<file path="config.mk">
export PLATFORM = sky130hd
export DESIGN_NAME = serial_addsub
export DESIGN_NICKNAME = d
export VERILOG_FILES = /design/src/rtl/serial_addsub_pkg.sv /design/src/rtl/full_add.sv /design/src/rtl/serial_addsub.sv
export SDC_FILE = /design/constraint.sdc
export NUM_CORES = 1
export LEC_CHECK = 0
export BUFFER_PORTS_ARGS = -buffer_cell sky130_fd_sc_hd__buf_4
export CAP_MARGIN = 20
export CORE_UTILIZATION = 43
export DETAILED_ROUTE_END_ITERATION = 6
export PLACE_DENSITY = 0.67
export SETUP_SLACK_MARGIN = 0.3
export SLEW_MARGIN = 20
export SYNTH_ARGS = -nofsm -noshare
export SYNTH_HDL_FRONTEND = slang
export SYNTH_SLANG_ARGS = --single-unit
export TNS_END_PERCENT = 30
</file>
<file path="constraint.sdc">
create_clock -name clk -period 1.5 [get_ports clk]
set_clock_uncertainty 0.1 [all_clocks]
set_input_delay 0.15 -clock clk [delete_from_list [all_inputs] [get_ports clk]]
set_output_delay 0.15 -clock clk [all_outputs]
set_load 0.01 [all_outputs]
</file>
<file path="src/rtl/serial_addsub_pkg.sv">
// Shared types and constants for the bit-serial adder/subtractor.
package serial_addsub_pkg;

  typedef enum logic [1:0] {
    IDLE  = 2'd0,
    SHIFT = 2'd1,
    DONE  = 2'd2
  } state_t;

  localparam logic MODE_ADD = 1'b0;
  localparam logic MODE_SUB = 1'b1;

endpackage

</file>
<file path="src/rtl/full_add.sv">
// 1-bit full-adder cell; the only arithmetic element in the serial datapath.
module full_add (
  input  logic a,
  input  logic b,
  input  logic cin,
  output logic s,
  output logic cout
);

  assign s    = a ^ b ^ cin;
  assign cout = (a & b) | (cin & (a ^ b));

endmodule

</file>
<file path="src/rtl/serial_addsub.sv">
// Bit-serial W-bit adder/subtractor: one bit per clock, LSB first, through a
// single full-adder cell, followed by a registered done pulse.
module serial_addsub
  import serial_addsub_pkg::*;
#(
  parameter int W = 8
) (
  input  logic         clk,
  input  logic         rst,
  input  logic         start,
  input  logic         sub,
  input  logic [W-1:0] a,
  input  logic [W-1:0] b,
  output logic         busy,
  output logic         done,
  output logic [W-1:0] result,
  output logic         cout,
  output logic         overflow
);

  localparam int            CW   = (W > 1) ? $clog2(W) : 1;
  localparam logic [CW-1:0] LAST = CW'(W - 1);

  state_t         state;
  logic [W-1:0]   a_sr;
  logic [W-1:0]   b_sr;
  logic           carry;
  logic [CW-1:0]  count;
  logic           fa_s;
  logic           fa_c;

  full_add u_full_add (
    .a    (a_sr[0]),
    .b    (b_sr[0]),
    .cin  (carry),
    .s    (fa_s),
    .cout (fa_c)
  );

  // NOTE: every register here, state and datapath alike, is assigned with <= so
  // that all of them sample the same pre-edge values of a_sr, b_sr and carry.
  always_ff @(posedge clk or posedge rst) begin
    if (rst) begin
      state    <= IDLE;
      a_sr     <= '0;
      b_sr     <= '0;
      carry    <= 1'b0;
      count    <= '0;
      busy     <= 1'b0;
      done     <= 1'b0;
      result   <= '0;
      cout     <= 1'b0;
      overflow <= 1'b0;
    end else begin
      case (state)
        IDLE: begin
          done <= 1'b0;
          if (start) begin
            // Subtraction is a + ~b + 1: invert B and seed the carry with 1.
            a_sr  <= a;
            b_sr  <= (sub == MODE_SUB) ? ~b : b;
            carry <= (sub == MODE_SUB);
            count <= '0;
            busy  <= 1'b1;
            state <= SHIFT;
          end
        end

        SHIFT: begin
          a_sr   <= a_sr >> 1;
          b_sr   <= b_sr >> 1;
          result <= {fa_s, result[W-1:1]};
          carry  <= fa_c;
          count  <= count + 1'b1;
          if (count == LAST) begin
            // carry still holds the carry into the MSB on this final step.
            overflow <= carry ^ fa_c;
            cout     <= fa_c;
            busy     <= 1'b0;
            state    <= DONE;
          end
        end

        DONE: begin
          done  <= 1'b1;
          state <= IDLE;
        end

        default: state <= IDLE;
      endcase
    end
  end

endmodule

</file>
==> out/qor.csv, run 1 <==
metric;value;unit
outcome;finished, final reports clean;
setup ws final;65.0;ps
sequential area share after synthesis;0.523;
worst hold path class;primary input to register;
Clock Sinks;34;
Cell Rows;21;
family with the most delay on the worst path;adder cells;
initial core utilization;0.469;
Yosys top cell by area;dfrtp_1;
DRC violations left;0;
Slew Limit Headroom;0.719;
final count of hold timing violations;0;
WP depth;3;
setup tns final;0;ps
CP Capture Type;register;
sequential share of power;0.356;
crit start category;register;
PortBufs;31;
CTS clk-pin slew, worst paths;60;ps
Mapped Cells;139;
r2r setup slk;70;ps
ANT nets after route;0;
vias in the first global route;1235;
Slowest-stage cell, CP;fa_2;
most frequent cell after synthesis;dfrtp_1;
post-synth top area share;0.523;
Antenna Cells;0;
maximum clock frequency;0.697;GHz
R2R depth;3;
max-cap violations;0;
CP bufs+invs;0;
synthesized area;1630;um2
drt initial violations;36;
DR WL/cell;14.7;um
share of cells above drive strength 1;0.513;
final slew viol count;0;
H-tree Lvls;2;
Cell Int Power;3.04;mW
initial antenna violation count;0;
Vias/cell;5.14;
drt first pass iters;4;
global-route wire length before repair;5.80;mm
WP data arrival;1500;ps
post-layout instance area;2290;um2
CTS tree;built;
synthesized flop and latch total;34;
largest cells by area after synthesis;dfrtp_1 52%, mux2_2 8.3%, o221ai_2 6.5%;
fraction of registers with async set/reset;1.00;
WL final;3.45;mm
root buffer cell;clkbuf_8;
critical path's largest stage delay;420;ps
post-synth cell types;24;
CP cell instances;fa_2, xor2_1, mux2_2;
Yosys Warn Count;0;
full die area;4040;um2
GRT Overall Usage;0.188;
Final min period;1430;ps
critical path class;register to register;
worst skew pair latency;280;ps
Clock Power Share;0.142;
ys flop type;dfrtp_1;
Place WS;3.44;ps
Die Ht;63.5;um
syn_nets;162;
most frequent cells after synthesis;34 x dfrtp_1, 25 x nand2_1, 12 x mux2_2, 11 x o21ai_0, 8 x xnor2_1;
Cell Area, Placed;1950;um2
crit path max fanout;3;
Worst EP required;1570;ps
Gate power share;0.502;
Ports;32;
RSZ-0062 raised after global routing;true;
Post-synth EDFFs;0;
core area;3470;um2
gr ovfl total;0;
leakage dissipation;1.09;nW
vias;1209;
gpl congestion;0.730;
Area Growth Syn to Fin;41.0;%
Worst-Margin Slew;422;ps
nets;213;
hold depth;3;
Max clock buf depth;2;
total CTS buffers;5;
Setup Viol. Count Final;0;
Peak VDD IR;707;uV
Mean Syn Cell Area;11.7;um2
dpl hpwl;2.20;mm
Psw;1.47;mW
largest net degree at the start of global routing;35;
Period Utilization, post-route;0.957;
Die Width;63.5;um
Pwr Density;1970;nW/um2
Sw Share;0.326;
## state kept, by name (all words and copies together), names as in the netlist
name and flops:
a_sr 8, b_sr 8, busy 1, carry 1, count 3, cout 1
done 1, overflow 1, result 8, state 2
## kinds of logic after synthesis
kind of cell	after synthesis	share of synthesized area
compound gates	32	0.159
xor+xnor	9	0.0484
fa+ha+maj	3	0.0277
buf+inv	12	0.0453
flops	34	0.523
mux	12	0.0830
simple gates	37	0.114
## power groups by stage
stage | Combinational [mW] | Sequential [mW] | Clock [mW]
2_1_floorplan | 1.13 | 1.59 | 0
3_3_place_gp | 1.59 | 1.56 | 0
3_5_place_dp | 1.65 | 1.58 | 0
4_1_cts | 1.91 | 1.58 | 0.657
5_1_grt | 2.46 | 1.66 | 0.696
6_report | 2.27 | 1.61 | 0.640
## tightest hold or removal path: cells and delay by family
kind | cells | cell delay, ps
compound gates | 1 | 100
buf+inv | 1 | 80
xor+xnor | 1 | 50
## timing repair
item | CTS | global route
setup buffers | 6 | 6
pin swaps | 2 | 7
endpoints found under the hold margin | 34 | 0
gates cloned | 1 | 2
endpoints found under the setup margin | 31 | 32
resized for setup | 11 | 18
hold buffers | 1 | 0
## through the flow
step | cells | hold slack, ps | power (mW) | utilization
after floorplan | 139 | 192 | 2.72 | -
after global placement | 213 | 169 | 3.15 | 0.562
after detailed placement | 213 | 179 | 3.24 | 0.562
after CTS | 227 | 48.2 | 4.15 | 0.621
after global routing | 235 | 76.6 | 4.82 | 0.662
final | 235 | 50.5 | 4.52 | 0.662
## per-layer routing
metal  global-route usage  wire [um]  vias to the layer above  part of all wire
met3               0.0471        100                        7             0.029
met1                0.234       1510                      602              0.44
met4               0.0852         57                        0             0.017
met2                0.306       1780                       19              0.52
li1                     -          -                      581                 -
met5                    0          0                        -                 0
## placed cells by master, fill, tap and decap left out, types with 2 or more instances in the layout
master and instances:
a21oi_1 7, a22o_1 2, a22oi_1 3, and3b_1 5, buf_12 2, buf_4 44, buf_6 3, clkbuf_16 2
clkbuf_8 6, dfrtp_1 32, dfrtp_2 2, inv_1 2, mux2_2 6, mux2_4 6, nand2_1 18, nand2_2 5
nor2_1 2, o21ai_0 6, o21ai_1 4, o21ai_2 2, o221ai_2 7, xnor2_1 8
## area by class of cell
type | count | area, um2
fill | 278 | 1170
inverter | 3 | 11.3
multi-input combinational | 93 | 798
clock buffer | 6 | 82.6
tap | 46 | 57.6
timing repair buffer | 53 | 492
sequential | 34 | 853
## final timing paths
path,startpoint,end
setup / recovery,b_sr[0],overflow
hold / removal,b[7],b_sr[7]
setup reg to reg,b_sr[0],overflow
hold reg to reg,a_sr[5],a_sr[5]
max in group asynchronous,rst,state[1]
min in group asynchronous,rst,cout
No activity file was read; power rests on OpenSTA's default activity.
==> run 2, diff against run 1 <==
--- a/config.mk
+++ b/config.mk
@@ -5,6 +5,7 @@
 export SDC_FILE = /design/constraint.sdc
 export NUM_CORES = 1
 export LEC_CHECK = 0
+export ABC_AREA = 1
 export BUFFER_PORTS_ARGS = -buffer_cell sky130_fd_sc_hd__buf_4
 export CAP_MARGIN = 20
 export CORE_UTILIZATION = 43
==> out/qor.csv, run 2 <==
metric;value;unit;change
hold depth;3;;unchanged
RSZ-0062 raised after global routing;true;;
met3 Use GR;0.0580;;+0.0109
CP Capture Type;register;;
most frequent cells after synthesis;79 x nand2_1, 43 x nand3_1, 34 x dfrtp_1, 14 x inv_1, 5 x buf_2;;
Setup Viol. Count Final;0;;unchanged
final slew viol count;0;;unchanged
Worst EP required;1570;ps;about the same
CTS tree;built;;
maximum clock frequency;0.771;GHz;+11%
full die area;4040;um2;+0.16%
Die Width;63.6;um;about the same
syn_nets;222;;+37%
drt initial violations;54;;+50%
Hold EP;a_sr[1];;
r2r endpoint;overflow;;
root buffer cell;clkbuf_8;;
Antenna Cells;0;;unchanged
core area;3660;um2;+5.6%
worst hold start;a[1];;
gr busiest metal;met2;;
Peak VDD IR;923;uV;+31%
dpl hpwl;2.14;mm;-3.1%
synthesized flop and latch total;34;;unchanged
post-synth top area share;0.522;;-0.000802
crit start category;register;;
largest cells by area after synthesis;dfrtp_1 52%, nand2_1 18%, nand3_1 13%;;
ys flop type;dfrtp_1;;
met1 Usage GRT;0.244;;+0.00966
most frequent cells in the layout;77 x nand2_1, 43 x nand3_1, 38 x buf_4;;
worst skew pair latency;280;ps;about the same
WL final;3.48;mm;+0.84%
drt first pass iters;4;;unchanged
nets;265;;+24%
Die Ht;63.6;um;about the same
Mean Syn Cell Area;8.19;um2;-30%
Period Utilization, post-route;0.864;;-0.0922
Max clock buf depth;2;;unchanged
R2R depth;4;;+1
setup tns final;0;ps;unchanged
global-route wire length before repair;5.87;mm;+1.3%
fraction of registers with async set/reset;1.00;;unchanged
r2r setup slk;200;ps;+140 ps
vias;1433;;+19%
CTS clk-pin slew, worst paths;70;ps;about the same
Area Growth Syn to Fin;34.2;%;
leakage dissipation;1.16;nW;+6.7%
vias in the first global route;1332;;+7.9%
largest net degree at the start of global routing;35;;unchanged
Pwr Density;1790;nW/um2;-9.1%
Post-synth EDFFs;0;;unchanged
Top Registers;a_sr x8, b_sr x8, result x8;;
fill count;340;;+22%
final count of hold timing violations;0;;unchanged
Vias/cell;4.92;;-4.3%
Yosys Warn Count;0;;unchanged
Power Total;3.91;mW;-13%
Sequential cell area;852;um2;-0.15%
worst hold path class;primary input to register;;
gpl congestion;0.730;;about the same
Cell Rows;22;;+4.8%
Slew Limit Headroom;0.714;;-0.00464
GRT Overall Usage;0.187;;-0.000894
ANT nets after route;0;;unchanged
most common cell after layout, fill and taps aside;nand2_1;;
worst r2r src;b_sr[0];;
critical path class;register to register;;
post-synth cell types;18;;-25%
gr ovfl total;0;;unchanged
initial antenna violation count;0;;unchanged
DRC violations left;0;;unchanged
PortBufs;31;;unchanged
initial core utilization;0.445;;-0.0240
H-tree Lvls;2;;unchanged
DR WL/cell;12.0;um;-19%
Yosys top cell by area;dfrtp_1;;
Ports;32;;unchanged
max-cap violations;0;;unchanged
crit path max fanout;3;;unchanged
Worst-Margin Slew;429;ps;+6.96 ps
outcome;finished, final reports clean;;
most frequent cell after synthesis;nand2_1;;
area occupied by multi-input gates;732;um2;-8.3%
total CTS buffers;5;;unchanged
Clock Sinks;34;;unchanged
Mapped Cells;199;;+43%
share of cells above drive strength 1;0.263;;-0.250
synthesized area;1630;um2;+0.15%
met2 Use GR;0.307;;+0.00133
Final min period;1300;ps;-138 ps
WP data arrival;1360;ps;-140 ps
sequential area share after synthesis;0.522;;-0.000802
## run 2: logic make-up after synthesis
kind of cell | after synthesis | share of synthesized area
adder cells (fa/ha/maj) | 3 | 0.0276
AND/OR/NAND/NOR | 128 | 0.337
flip-flops | 34 | 0.522
buffers and inverters | 24 | 0.0783
AO/OA/AOI/OAI | 8 | 0.0246
XOR/XNOR | 2 | 0.0107
## run 2: how the worst max path moves through the flow
stage	start	to	slack, ps
floorplan	a_sr[0]	overflow	270
global placement	count[0]	cout	170
detailed placement	count[0]	overflow	170
CTS	b_sr[0]	overflow	210
global route	b_sr[0]	overflow	160
finish	b_sr[0]	overflow	200
## run 2: through the flow
| step | std cells | worst slack, ps | hold WS, ps | util | area (um2) |
|---|---|---|---|---|---|
| final | 291 | 203 | 19.4 | 0.598 | 2190 |
| after floorplan | 199 | 266 | 160 | - | 1630 |
| after CTS | 288 | 210 | 11.7 | 0.573 | 2100 |
| after global placement | 274 | 166 | 179 | 0.518 | 1900 |
| after detailed placement | 274 | 167 | 177 | 0.518 | 1900 |
| after global routing | 291 | 160 | 18.7 | 0.598 | 2190 |
## run 2: final cells by class
type,instances,area share
Clock inverter,1,0.00229
Multi-Input combinational cell,143,0.334
Timing Repair Buffer,43,0.172
Sequential cell,34,0.389
Clock buffer,7,0.0395
Inverter,15,0.0354
Tap cell,48,0.0274
## run 2: worst max-delay path, stage by stage, from the launching register on
cell and delay [ps]:
dfrtp_1 410, fa_2 420, xor2_1 150, nand2_1 60, nand2_1 40
## run 2: routing by layer
layer / share of wire / wire (um)
met1: 0.47 / 1620
met2: 0.48 / 1670
met3: 0.049 / 171
met4: 0.0057 / 20
met5: 0 / 0
## run 2: timing repair
item	CTS	global route
cloned	2	2
resized for setup	16	8
endpoints found under the hold margin	35	0
hold buffers	2	0
setup buffers	2	1
pin swaps	2	6
endpoints found under the setup margin	33	24
## run 2: report_power, final
group / switching (mW) / internal, mW
clock: 0.307 / 0.370
combinational: 0.926 / 0.749
sequential: 0.267 / 1.30
